<file path="src/rtl/change_dispenser.sv">
// change_dispenser: breaks a rupee amount into coins (100/50/20/10/5, largest first).
// Coins are requested one at a time from a coin mechanism by a valid/ack handshake.
// Optional per-denomination inventory is enabled by defining COIN_INVENTORY_EN.
//
// Ports:
//   clk, rst                      clock, asynchronous active-low reset
//   change_valid_i/change_amt_i   amount offer (accepted in IDLE while change_ready_o=1)
//   change_ready_o                block idle and able to accept an amount
//   coin_valid_o/coin_denom_o     eject request and coin code (1=5,2=10,3=20,4=50,5=100)
//   coin_ack_i                    coin ejected
//   done_o, residue_o, short_o    end-of-dispense pulse, undispensed amount, inventory shortfall
//   coin_count_o                  coins ejected for the current amount
//   jam_o, clear_i                missing-ack fault and its clear
//   refill_i/refill_denom_i       add one coin of the given code to inventory
module change_dispenser #(
  parameter int unsigned TIMEOUT  = 15,
  parameter int unsigned INV_INIT = 8
) (
  input  logic       clk,
  input  logic       rst,
  input  logic       change_valid_i,
  input  logic [8:0] change_amt_i,
  output logic       change_ready_o,
  output logic       coin_valid_o,
  output logic [2:0] coin_denom_o,
  input  logic       coin_ack_i,
  output logic       done_o,
  output logic [8:0] residue_o,
  output logic [6:0] coin_count_o,
  output logic       jam_o,
  input  logic       clear_i,
  output logic       short_o,
  input  logic       refill_i,
  input  logic [2:0] refill_denom_i
);

  localparam int unsigned AMT_W   = 9;
  localparam int unsigned CODE_W  = 3;
  localparam int unsigned CNT_W   = 7;
  localparam int unsigned N_DENOM = 5;
  localparam int unsigned TMR_W   = (TIMEOUT > 1) ? $clog2(TIMEOUT) : 1;

  typedef enum logic [2:0] {
    S_IDLE,
    S_SELECT,
    S_ISSUE,
    S_DONE,
    S_FAULT
  } state_t;

  state_t              state;
  state_t              next_state;
  logic [AMT_W-1:0]    remaining;
  logic [CODE_W-1:0]   denom_r;
  logic [TMR_W-1:0]    tmr;
  logic [CODE_W-1:0]   sel_code;
  logic [N_DENOM-1:0]  usable;
  logic                accept_c;
  logic                ack_c;
  logic                short_c;

  // Rupee value of a coin code; code 0 has no value.
  function automatic logic [AMT_W-1:0] denom_value(input logic [CODE_W-1:0] code);
    case (code)
      3'd1:    denom_value = 9'd5;
      3'd2:    denom_value = 9'd10;
      3'd3:    denom_value = 9'd20;
      3'd4:    denom_value = 9'd50;
      3'd5:    denom_value = 9'd100;
      default: denom_value = 9'd0;
    endcase
  endfunction

`ifdef COIN_INVENTORY_EN
  logic [7:0] inv [N_DENOM];

  // Inventory counters: ack consumes, refill adds (saturating); both at once cancel.
  always_ff @(posedge clk or negedge rst) begin
    if (!rst) begin
      for (int i = 0; i < N_DENOM; i++) inv[i] <= 8'(INV_INIT);
    end else begin
      for (int i = 0; i < N_DENOM; i++) begin
        if (refill_i && refill_denom_i == CODE_W'(i + 1) &&
            !(ack_c && denom_r == CODE_W'(i + 1))) begin
          if (inv[i] != 8'd255) inv[i] <= inv[i] + 8'd1;
        end else if (ack_c && denom_r == CODE_W'(i + 1) &&
                     !(refill_i && refill_denom_i == CODE_W'(i + 1))) begin
          inv[i] <= inv[i] - 8'd1;
        end
      end
    end
  end

  always_comb begin
    usable = '0;
    for (int i = 0; i < N_DENOM; i++) usable[i] = (inv[i] != 8'd0);
  end

  assign short_c = (remaining >= 9'd5);
`else
  logic unused_refill;
  assign unused_refill = ^{refill_i, refill_denom_i};
  assign usable  = '1;
  assign short_c = 1'b0;
`endif

  // Largest usable coin not exceeding the remaining amount (0 when none fits).
  always_comb begin
    sel_code = '0;
    for (int c = 1; c <= N_DENOM; c++) begin
      if (usable[c-1] && denom_value(CODE_W'(c)) <= remaining) sel_code = CODE_W'(c);
    end
  end

  // State register.
  always_ff @(posedge clk or negedge rst) begin
    if (!rst) state <= S_IDLE;
    else      state <= next_state;
  end

  // Next-state logic; an ack is only taken while the request is visible, and beats the timeout.
  always_comb begin
    next_state = state;
    accept_c   = 1'b0;
    ack_c      = 1'b0;
    case (state)
      S_IDLE: begin
        if (change_valid_i && change_ready_o) begin
          accept_c   = 1'b1;
          next_state = S_SELECT;
        end
      end
      S_SELECT: next_state = (sel_code == '0) ? S_DONE : S_ISSUE;
      S_ISSUE: begin
        if (coin_valid_o) begin
          if (coin_ack_i) begin
            ack_c      = 1'b1;
            next_state = S_SELECT;
          end else if (tmr == TMR_W'(TIMEOUT - 1)) begin
            next_state = S_FAULT;
          end
        end
      end
      S_DONE:  next_state = S_IDLE;
      S_FAULT: if (clear_i) next_state = S_IDLE;
      default: next_state = S_IDLE;
    endcase
  end

  // Datapath: remaining amount, chosen coin, ack timer (zero outside ISSUE).
  always_ff @(posedge clk or negedge rst) begin
    if (!rst) begin
      remaining <= '0;
      denom_r   <= '0;
      tmr       <= '0;
    end else begin
      if (accept_c)                       remaining <= change_amt_i;
      else if (ack_c)                     remaining <= remaining - denom_value(denom_r);
      else if (state == S_FAULT && clear_i) remaining <= '0;

      if (state == S_SELECT) denom_r <= sel_code;

      if (state != S_ISSUE)                 tmr <= '0;
      else if (coin_valid_o && !coin_ack_i) tmr <= tmr + TMR_W'(1);
    end
  end

  // Registered outputs; the coin request appears one cycle into ISSUE and drops on ack.
  always_ff @(posedge clk or negedge rst) begin
    if (!rst) begin
      change_ready_o <= 1'b0;
      coin_valid_o   <= 1'b0;
      coin_denom_o   <= '0;
      done_o         <= 1'b0;
      residue_o      <= '0;
      coin_count_o   <= '0;
      jam_o          <= 1'b0;
      short_o        <= 1'b0;
    end else begin
      change_ready_o <= (next_state == S_IDLE);
      coin_valid_o   <= (state == S_ISSUE) && (next_state == S_ISSUE);
      coin_denom_o   <= ((state == S_ISSUE) && (next_state == S_ISSUE)) ? denom_r : '0;
      done_o         <= (state == S_DONE);
      jam_o          <= (next_state == S_FAULT);
      if (accept_c) begin
        residue_o    <= '0;
        coin_count_o <= '0;
        short_o      <= 1'b0;
      end else begin
        if (ack_c) coin_count_o <= coin_count_o + CNT_W'(1);
        if (state == S_DONE) begin
          residue_o <= remaining;
          short_o   <= short_c;
        end
      end
    end
  end

endmodule
</file>
<file path="config.mk">
export PLATFORM = sky130hd
export DESIGN_NAME = change_dispenser
export DESIGN_NICKNAME = d
export VERILOG_FILES = /design/src/rtl/change_dispenser.sv
export SDC_FILE = /design/constraint.sdc
export NUM_CORES = 1
export LEC_CHECK = 0
export ABC_AREA = 0
export BUFFER_PORTS_ARGS = -buffer_cell sky130_fd_sc_hd__buf_2
export CORE_MARGIN = 8
export CORE_UTILIZATION = 55
export DETAILED_ROUTE_END_ITERATION = 16
export PLACE_DENSITY_LB_ADDON = 0.1
export SYNTH_ARGS = -nofsm -noshare
export SYNTH_HDL_FRONTEND = slang
export SYNTH_SLANG_ARGS = --single-unit
</file>
<file path="constraint.sdc">
create_clock -name clk -period 3.15 [get_ports clk]
set_input_delay 0.63 -clock clk [delete_from_list [all_inputs] [get_ports clk]]
set_output_delay 0.63 -clock clk [all_outputs]
set_load 0.02 [all_outputs]
</file>
* After elaboration in Yosys (flattened, before gate mapping)
Cells that the tools add are included.
** Cells by class
- Reduce and logical (&&, ||, !) cells :: 12
- $lt $le $gt $ge :: 5
- Mux-type cells :: 32
- Equal/unequal tests :: 13
- $add $sub $neg :: 3
** Operators by type and width (number)
- $mux 9 :: 7
- $pmux 7 s5 :: 1
- $mux 3 :: 8
- $eq 3x2->1 const B :: 5
- $mux 7 :: 2
- $eq 3x3->1 const B :: 4
- $pmux 3 s4 :: 1
- $le 3x9->1 const A :: 1
- $le 4x9->1 const A :: 1
- $le 5x9->1 const A :: 1
- $le 6x9->1 const A :: 1
- $le 7x9->1 const A :: 1
- $logic_not 3->1 :: 3
- $mux 1 :: 9
- $sub 9x9->9 :: 1
- $mux 4 :: 2
- $add 7x1->7 const B :: 1
- $eq 3x1->1 const B :: 2
- $reduce_bool 2->1 :: 3
- $add 4x1->4 const B :: 1
- $eq 4x4->1 const B :: 1
- $logic_and 1x1->1 :: 4
- $mux 2 :: 2
- $ne 3x2->1 const B :: 1
- 2 further kinds :: 2
** Storage, ports and cells
- Bits of input ports :: 18
- Output and inout port bits :: 24
- Logic and storage cells :: 77
- Bits in registers :: 43

* Longest topological paths before layout
Gate-level depths: netlist (run 1).
- Depth in word-level cells :: 12
- Gate-level depth with buffers :: 11
- Depth with buffers taken out :: 10

* Least setup slack after synthesis (run 1)
OpenSTA, ideal clock, no wires.
- Path kind :: flip-flop to flip-flop
- Start point :: register denom_r[1]
- End point :: register remaining[8]
- Buffers on the path :: 1
- Arrival time :: 2.638 ns
- Required time :: 3.072 ns
- Stages on the path, launching flop included :: 12
- Period minus slack after synthesis :: 2.716 ns
- Library setup time :: 0.078 ns
- Setup slack :: 0.434 ns
- Path through :: dfrtp_1 > clkbuf_1 > inv_1 > ha_1 > nor2_1 > nand2_1 > fa_1 > a211oi_1 > o21ai_0 > a311o_1 > o31ai_1 > o21bai_1
** Between the ends
- Word-level cells in the longest chain between the ends :: 7
- Elaborated cells between the ends (all ways) :: 11
- Those cells by class :: add/sub: 1; eq/ne: 5; mux: 5
** Ends and longest elaborated chain
- start: declaration :: RTL line 54 : logic [CODE_W-1:0] denom_r;
- start signal: assignment :: RTL line 161 : if (state == S_SELECT) denom_r <= sel_code;
- $eq 3x3->1, or another cell as far along :: RTL line 64 : case (code)
- $pmux 7 s5 * :: RTL line 64
- $mux 9 * :: RTL line 158 : else if (ack_c) remaining <= remaining - denom_value(denom_r);
- $mux 9 * :: RTL line 157 : if (accept_c) remaining <= change_amt_i;
- $sub 9x9->9 * :: RTL line 158
- $mux 9 * :: RTL line 158
- $mux 9 * :: RTL line 157
- end signal: assignment :: RTL line 157
- end signal: assignment :: RTL line 158
- end: declaration :: RTL line 53 : logic [AMT_W-1:0] remaining;
Mark *: on every way between the ends. The rest lies on a longest branch, timed or not. The select of a mux whose other input is x is not followed.
A chain may end at the register's enable or synchronous reset.

* Worst setup path in the final report (run 1)
Ends and elaborated chain as after synthesis.

==> impl_results.md, run 1 <==
* Number of pins exceeding their max-slew limit in the final report at 0
* Type of element launching the critical path: flop
* Die Y-Extent at 80.8 um
* Number of vias after detailed routing at 1,858
* Drt first pass iters at 4
* Root buffer selected by CTS: clkbuf_8
* FF-to-FF End: remaining[8]$_DFFE_PN0P_
* Number of diodes at 0
* Final setup fails at 0
* Combined area of all synthesized cells at 0.00231 mm2
* VDD IR-drop max at roughly 0.60 mV
* Post-detail-place hpwl at 3.81 mm
* Final worst-path cycle share at between 90% and 100%
* Pwr Density at 1040 mW/mm2
* Worst Setup End Kind: flop
* Clk slew on worst S/H paths at 0.08 ns
* Sequential share of the synthesized area at 45.5%
* Final core utilization at 65.7%
* Number of flip-flops and latches in the synthesized netlist at 42
* Final layout net count at approximately 310
* Count of buffers added by post-CTS timing repair for setup at 0
* Share of the synthesized area in the top cell type at 45.5%
* First-pass GRT wire length at 8.65 mm
* Cell family contributing the most delay on the critical path: compound AO/OA/AOI/OAI gates
* Number of DRC violations after detailed routing at 0
* P_leak at around 1.3 nW
* Run status: finished, final reports clean
* Worst path cell trace: inv_1 -> ha_1 -> nor2_1 -> nand2_1 -> fa_1 -> a211oi_1 -> o21ai_0 -> a311o_1 -> o31ai_1 -> o21bai_1
* Number of synthesized flops with an enable pin at 0
* Synthesized netlist net count at 277
* Count of nets left with antenna violations after detail routing at 0
* Via count normalized by instance count at 5.58
* Slack of the worst reg-to-reg path at 0.30 ns
* Cell with the largest stage delay on the worst path: dfrtp_1
* Clock Latency Late Sink at slightly below 0.3 ns
* Relative max-transition margin at 38.4%
* Worst path buffer plus inverter count at 1
* Worst min-delay path category: primary input to async pin
* Most instantiated flip-flop cell in the synthesis netlist: dfrtp_1
* Worst Path Arrival at 3.07 ns
* Highest clock rate at 0.350 GHz
* Pin slew with the least headroom to its limit at 0.924 ns
* Layout Area Growth over Synthesis at 14.5%
* Number of top-level pins at 42
* CTS tree: done
* Synth warn at 0
* Tmin final at 2.85 ns
* Post-synth top area cell: dfrtp_1
* Num Clock Sinks at 42
* Summed negative setup slack over all endpoints at 0 ns
* Antenna violations before repair at 0
* Largest stage delay on the critical path at 0.47 ns
* Vias in the first global route at about 1,800
* Worst Setup Path Type: flop to flop
* Horizontal die dimension at 80.8 um
* Share of layout cells above drive strength 1 at 19.4%
* Final weighted congestion of routability-driven global placement at approximately 0.85
* Number of endpoints with negative hold slack in the final report at 0
* Deepest level of the CTS H-tree at 2
* Number of gates resized after cts at 0
* Die area at 0.00654 mm2
* Number of buffers created by CTS at 5
* Clock tree skew after final layout at 0.00574 ns
* Average instance area after synthesis at 9.36 um2
* Largest net degree at the start of global routing at between 40 and 50
* Post-Synthesis Cells at about 250
* CTS Hold Bufs at 0
* Largest fanout of any net on the critical path at 8
* Cell count of the worst reg-to-reg path at 10
* Number of DRC markers in iteration 0 at 109
* Netlist cell types at 50
* Port Buffers at 36
* RSZ-0062 raised after global routing: false
* Placement row count at 23
* Worst setup path startpoint: denom_r[1]$_DFFE_PN0P_
* Total routed wirelength at 5.15 mm
* Core Region at 0.00403 mm2
* RR Startpoint: denom_r[1]$_DFFE_PN0P_
* Global-route usage over all layers at 16.9%
* Max-capacitance violation count at 0
* Leftover overflow at the end of global routing at 0
* DR WL/cell at ~15 um
* Critical Path RT at 3.37 ns
* Synth area leaders: dfrtp_1, ha_1, nand2_1
* Post-synth top cells: dfrtp_1, nand2_1, nor2_1
* Initial core utilization at a little under three fifths
* Fraction of registers with async set/reset at 100%
* Most used standard cell by instance count after synthesis: dfrtp_1
* Number of buffers between clock root and the deepest sink at 2
==> flip-flops by register name (all words and copies together) (netlist names) <==
signal and flops:
residue_o 9, done_o 1, tmr 4, change_ready_o 1
denom_r 3, state 3, coin_valid_o 1, jam_o 1
coin_count_o 7, coin_denom_o 3, remaining 9
==> placed cells by master (no fill, tap or decap), types with 3 or more instances in the layout <==
master | netlist | final
o21ai_0 | 13 | 13
clkbuf_8 | 0 | 6
inv_1 | 15 | 15
a21oi_1 | 17 | 17
nand4_1 | 3 | 3
nand3_1 | 3 | 3
ha_1 | 11 | 11
xnor2_1 | 6 | 6
and2_1 | 3 | 3
mux2i_1 | 4 | 4
buf_2 | 1 | 36
xor2_1 | 7 | 7
a31oi_1 | 3 | 3
nor2_1 | 31 | 31
o31ai_1 | 4 | 4
nand2_1 | 33 | 33
dfrtp_1 | 42 | 42
==> worst max path at each step <==
stage	end	slack, ns	depth (start not counted)
floorplan	remaining[8]$_DFFE_PN0P_	0.43	11
global placement	remaining[8]$_DFFE_PN0P_	0.36	10
detailed placement	remaining[8]$_DFFE_PN0P_	0.30	10
CTS	remaining[8]$_DFFE_PN0P_	0.28	10
global route	remaining[8]$_DFFE_PN0P_	0.09	10
finish	remaining[8]$_DFFE_PN0P_	0.30	10
==> routing by layer <==
layer / GRT usage, % / part of all wire (%) / vias up
li1: - / - / 922
met1: 20.4 / 43 / 883
met2: 28.9 / 49 / 47
met3: 2.65 / 6.1 / 6
met4: 7.86 / 1.6 / 0
met5: 0 / 0 / -
==> stage by stage <==
stage / hold slack (ns) / worst slack (ns) / cell area, um2 / std cells / power [mW]
2_1_floorplan: 0.334 / 0.434 / 2310 / 247 / 1.91
3_3_place_gp: 0.503 / 0.358 / 2500 / 325 / 2.21
3_5_place_dp: 0.511 / 0.300 / 2500 / 325 / 2.24
4_1_cts: 0.501 / 0.284 / 2650 / 333 / 2.77
5_1_grt: 0.549 / 0.0870 / 2650 / 333 / 2.98
6_report: 0.468 / 0.296 / 2650 / 333 / 2.76
==> final cells by class <==
| type | instances | area, um2 |
|---|---|---|
| repair buffers | 38 | 195 |
| inverters | 15 | 56.3 |
| multi-input cells | 180 | 1140 |
| clock inverters | 2 | 60.1 |
| clock buffers | 6 | 82.6 |
| flip-flops and latches | 42 | 1050 |
| well taps | 50 | 62.6 |
| fillers | 351 | 1380 |
==> cell families (layout without fill, tap and decap cells) <==
logic type	Yosys count	in the layout	synth area share [%]
other	1	1	0.162
XOR/XNOR	13	13	4.92
multiplexers	5	5	2.38
flip-flops	42	42	45.5
AO/OA/AOI/OAI	56	56	15.6
buffers and inverters	25	61	5.25
adder cells (fa/ha/maj)	12	12	6.82
AND/OR/NAND/NOR	93	93	19.4
==> power breakdown <==
| part | total, mW | switching (mW) | internal [mW] |
|---|---|---|---|
| clock | 0.522 | 0.184 | 0.338 |
| sequential | 0.911 | 0.202 | 0.709 |
| combinational | 1.33 | 0.767 | 0.559 |
| total | 2.76 | 1.15 | 1.61 |
No activity file was read; power rests on OpenSTA's default activity.
==> inputs of run 2 (changes only) <==
CTS_BUF_LIST = sky130_fd_sc_hd__clkbuf_16   (was not set)
==> impl_results.md, run 2 (same netlist as run 1, synthesis figures left out) <==
* Run status: finished, final reports clean
* Type of element launching the critical path: flop
* Relative max-transition margin at about two fifths
* Worst Setup End Kind: flop
* Worst setup path startpoint: denom_r[1]$_DFFE_PN0P_
* Root buffer selected by CTS: clkbuf_16
* Number of endpoints with negative hold slack in the final report at 0
* Number of buffers created by CTS at 5
* Worst path cell trace: inv_1 -> ha_1 -> nor2_1 -> nand2_1 -> fa_1 -> a211oi_1 -> o21ai_0 -> a311o_1 -> o31ai_1 -> o21bai_1
* Leftover overflow at the end of global routing at 0
* Number of diodes at 0
* Total routed wirelength at around 5.2 mm
* Count of buffers added by post-CTS timing repair for setup at 0
* Pin slew with the least headroom to its limit at 0.929 ns
* Registers with the most flip-flops: remaining x9, residue_o x9, coin_count_o x7
* Post-detail-place hpwl at 3.81 mm
* Number of DRC markers in iteration 0 at 113
* Final weighted congestion of routability-driven global placement at between 0.8 and 0.9
* Slack of the worst reg-to-reg path at 0.30 ns
* Final layout net count at 312
* Cell with the largest stage delay on the worst path: dfrtp_1
* Die Y-Extent at 80.8 um
* Number of buffers between clock root and the deepest sink at 2
* Count of nets left with antenna violations after detail routing at 0
* Horizontal die dimension at about 81 um
* Critical Path RT at roughly 3.4 ns
* Port Buffers at 36
* Number of pins exceeding their max-slew limit in the final report at 0
* Antenna violations before repair at 0
* First-pass GRT wire length at a little under 9 mm
* Highest clock rate at 0.351 GHz
* Final worst-path cycle share at roughly nine tenths
* Worst Path Arrival at 3.05 ns
* CTS Hold Bufs at 0
* Via count normalized by instance count at 5.52
* Initial core utilization at approximately 57%
* Vias in the first global route at 1,826
* Filler cell count at 340
* FF-to-FF End: remaining[8]$_DFFE_PN0P_
* Die area at 0.00654 mm2
* Share of layout cells above drive strength 1 at a little under a fifth
* Number of DRC violations after detailed routing at 0
* Routed met2 length at around 2.5 mm
* Core Region at 0.00403 mm2
* Drt first pass iters at 5
* CTS tree: done
* Deepest level of the CTS H-tree at 2
* Tmin final at 2.85 ns
* VDD IR-drop max at 0.603 mV
* Final setup fails at 0
* Cell count of the worst reg-to-reg path at 10
* Placement row count at 23
* Highest metal used: met4
* Largest net degree at the start of global routing at 43
* Largest fanout of any net on the critical path at 8
* Clk slew on worst S/H paths at 0.06 ns
* Clock Latency Late Sink at 0.28 ns
* Layout Area Growth over Synthesis at 16.5%
* P_leak at 1.34 nW
* Clock tree skew after final layout at about 0.0032 ns
* PnR Total Power at 2.89 mW
* Worst Setup Path Type: flop to flop
* Number of vias after detailed routing at 1,837
* DR WL/cell at about 15 um
* Num Clock Sinks at 42
* Detail Route met3 WL at between 200 and 300 um
* Max-capacitance violation count at 0
* Post-route met1 wirelength at about 2.2 mm
* Summed negative setup slack over all endpoints at 0 ns
* Number of top-level pins at 42
* Commonest non-fill, non-tap cell in the layout: dfrtp_1
* Largest stage delay on the critical path at 0.46 ns
* Worst min-delay path category: primary input to async pin
* Pwr Density at 1070 mW/mm2
* Number of gates resized after cts at 0
* Commonest cells after routing, fill and taps aside: dfrtp_1, buf_2, nand2_1, nor2_1, a21oi_1
* RSZ-0062 raised after global routing: false
* Global-route usage over all layers at between 10% and 20%
* RR Startpoint: denom_r[1]$_DFFE_PN0P_
run 2: cell types whose count changed in the layout (fill, tap and decap cells not counted), sizes merged:
| cell | previous run | this run |
|---|---|---|
| clkbuf | 6 | 5 |
| clkinv | 0 | 1 |
run 2: layout make-up:
| class | count | area [um2] | share of cell area (%) |
|---|---|---|---|
| Sequential cell | 42 | 1050 | 39.0 |
| Multi-Input combinational cell | 180 | 1140 | 42.3 |
| Clock inverter | 3 | 63.8 | 2.37 |
| Clock buffer | 5 | 125 | 4.64 |
| Timing Repair Buffer | 38 | 195 | 7.25 |
| Tap cell | 50 | 62.6 | 2.32 |
| Inverter | 15 | 56.3 | 2.09 |
run 2: through the flow:
step           util, %  setup WS (ns)  hold WS [ns]  instances  area (um2)
2_1_floorplan        -          0.434         0.334        247        2310
6_report          66.9          0.304         0.488        333        2690
3_3_place_gp      62.2          0.358         0.503        325        2500
4_1_cts           66.9          0.289         0.527        333        2690
3_5_place_dp      62.2          0.300         0.511        325        2500
5_1_grt           66.9         0.0935         0.552        333        2690
run 2: worst max path at each step:
stage	endpoint	slack [ns]	cells after the start
6_report	remaining[8]$_DFFE_PN0P_	0.30	10
5_1_grt	remaining[8]$_DFFE_PN0P_	0.09	10
4_1_cts	remaining[8]$_DFFE_PN0P_	0.29	10
3_5_place_dp	remaining[8]$_DFFE_PN0P_	0.30	10
3_3_place_gp	remaining[8]$_DFFE_PN0P_	0.36	10
2_1_floorplan	remaining[8]$_DFFE_PN0P_	0.43	11
run 2: layer usage:
metal  GRT usage, %  vias to the layer above
met4           5.71                        0
met1           20.4                      866
met2           29.3                       42
li1               -                      923
met3           3.64                        6
met5              0                        -
run 2: worst max-delay path: cells and delay by family, from the launching register on:
kind,cells,cell delay (ns)
compound gates,5,1.18
fa+ha+maj,2,0.77
simple gates,2,0.24
flops,1,0.46
buf+inv,1,0.11
run 2: power breakdown:
| part | internal (mW) | total [mW] | leakage (nW) | switching, mW |
|---|---|---|---|---|
| sequential | 0.711 | 0.914 | 0.554 | 0.203 |
| combinational | 0.559 | 1.33 | 0.697 | 0.768 |
| clock | 0.451 | 0.647 | 0.0915 | 0.196 |
==> inputs of run 3 (changes only) <==
CELL_PAD_IN_SITES_DETAIL_PLACEMENT = 1   (was not set)
CELL_PAD_IN_SITES_GLOBAL_PLACEMENT = 2   (was not set)
CORE_UTILIZATION = 34   (was 55)
==> impl_results.md, run 3 (same netlist as run 1, synthesis figures left out) <==
* Run status: finished, final reports clean
* Number of vias after detailed routing at 1,909
* Number of top-level pins at 42
* Worst path cell trace: ha_1 -> nor2_1 -> nand2_1 -> fa_1 -> a211oi_1 -> o21ai_0 -> a311o_1 -> o31ai_1 -> o21bai_1
* Antenna violations before repair at 0
* Number of DRC markers in iteration 0 at 47
* CTS Hold Bufs at 0
* Post-detail-place hpwl at roughly 4.5 mm
* Clock tree skew after final layout at around 0.0033 ns
* Worst Setup Path Type: flop to flop
* Number of diodes at 0
* Registers with the most flip-flops: remaining x9, residue_o x9, coin_count_o x7
* Critical Path RT at 3.36 ns
* Number of buffers created by CTS at 5
* Worst Setup End Kind: flop
* Commonest cells after routing, fill and taps aside: dfrtp_1, buf_2, nand2_1, nor2_1, a21oi_1
* Cell family contributing the most delay on the critical path: compound AO/OA/AOI/OAI gates
* Final worst-path cycle share at 91.8%
* Largest stage delay on the critical path at 0.49 ns
* RSZ-0062 raised after global routing: false
* Number of buffers between clock root and the deepest sink at 2
* First-pass GRT wire length at 10.0 mm
* Worst path buffer plus inverter count at 0
* Total routed wirelength at ~6 mm
* Number of pins exceeding their max-slew limit in the final report at 0
* Summed negative setup slack over all endpoints at 0 ns
* VDD IR-drop max at 0.468 mV
* Share of layout cells above drive strength 1 at 19.6%
* Largest net degree at the start of global routing at 43
* Port Buffers at 36
* Drt first pass iters at 4
* Deepest level of the CTS H-tree at 2
* Pwr Density at 1040 mW/mm2
* Number of DRC violations after detailed routing at 0
* Max-capacitance violation count at 0
* Via count normalized by instance count at 5.22
* Placement row count at 30
* Largest fanout of any net on the critical path at 11
* Commonest non-fill, non-tap cell in the layout: dfrtp_1
* Final core utilization at 40.4%
* Count of buffers added by post-CTS timing repair for setup at 0
* Clk slew on worst S/H paths at 0.06 ns
* Final setup fails at 0
* Tmin final at between 2 and 3 ns
* Worst min-delay path category: primary input to async pin
* Final weighted congestion of routability-driven global placement at 0.743
* Highest clock rate at 0.346 GHz
* PnR Total Power at 2.80 mW
* Num Clock Sinks at 42
* Post-route cell area at 0.00270 mm2
* Vias in the first global route at 1,982
* Layout Area Growth over Synthesis at 16.9%
* Number of gates resized after cts at 0
* CTS tree: done
* Initial core utilization at approximately 35%
* Leftover overflow at the end of global routing at 0
* Number of endpoints with negative hold slack in the final report at 0
* Die area at 0.00970 mm2
* Global-route usage over all layers at 12.8%
* Final layout net count at around 320
* Root buffer selected by CTS: clkbuf_16
* DR WL/cell at 16.5 um
* Type of element launching the critical path: flop
* Filler cell count at 798
* Clock Latency Late Sink at 0.28 ns
* P_leak at ~1.3 nW
* Cell with the largest stage delay on the worst path: dfrtp_1
* Post-detailed-placement cell area at around 0.0026 mm2
* Count of nets left with antenna violations after detail routing at 0
* Die Y-Extent at 98.5 um
* Core Region at 0.00668 mm2
* Worst Path Arrival at 3.10 ns
* Pin slew with the least headroom to its limit at just under 1 ns
* Horizontal die dimension at around 100 um
* Relative max-transition margin at approximately a third
run 3: cell types whose count changed in the layout (fill, tap and decap cells not counted), sizes merged:
| cell | previous run | this run |
|---|---|---|
| buf | 38 | 41 |
| bufinv | 2 | 0 |
| clkinv | 1 | 2 |
| inv | 15 | 16 |
run 3: worst paths after layout:
| path | endpoint | slack (ns) | start | cells past startpoint |
|---|---|---|---|---|
| min in group clk | residue_o[6]$_DFFE_PN0P_ | 0.52 | residue_o[6]$_DFFE_PN0P_ | 2 |
| worst min register to register | residue_o[6]$_DFFE_PN0P_ | 0.52 | residue_o[6]$_DFFE_PN0P_ | 2 |
| worst max-delay path | remaining[8]$_DFFE_PN0P_ | 0.26 | denom_r[2]$_DFFE_PN0P_ | 9 |
| worst min-delay path | coin_denom_o[1]$_DFF_PN0_ | 0.51 | rst | 1 |
| worst max register to register | remaining[8]$_DFFE_PN0P_ | 0.26 | denom_r[2]$_DFFE_PN0P_ | 9 |
| max in group asynchronous | remaining[5]$_DFFE_PN0P_ | 2.02 | rst | 1 |
run 3: layer usage:
layer  global-route usage (%)  part of all wire (%)
met2                     22.3                    50
met1                     15.6                    46
met5                        0                     0
met4                     4.25                  0.66
met3                     2.04                   3.3
run 3: per-stage QoR:
step / hold WS (ns) / worst slack, ns / std cells
finish: 0.512 / 0.259 / 366
global route: 0.543 / 0.0582 / 366
CTS: 0.523 / 0.232 / 366
detailed placement: 0.515 / 0.251 / 358
global placement: 0.508 / 0.298 / 358
floorplan: 0.334 / 0.434 / 247
run 3: layout make-up:
class | instances | area, um2 | share of cell area (%)
well taps | 80 | 100 | 3.70
clock buffers | 5 | 125 | 4.63
clock inverters | 3 | 12.5 | 0.463
flip-flops and latches | 42 | 1050 | 38.9
multi-input cells | 180 | 1140 | 42.2
repair buffers | 41 | 218 | 8.06
inverters | 15 | 56.3 | 2.08
run 3: report_power, final:
group          internal [mW]  switching [mW]  total (mW)
clock                  0.287           0.204       0.490
sequential             0.710           0.199       0.909
combinational          0.588           0.810        1.40
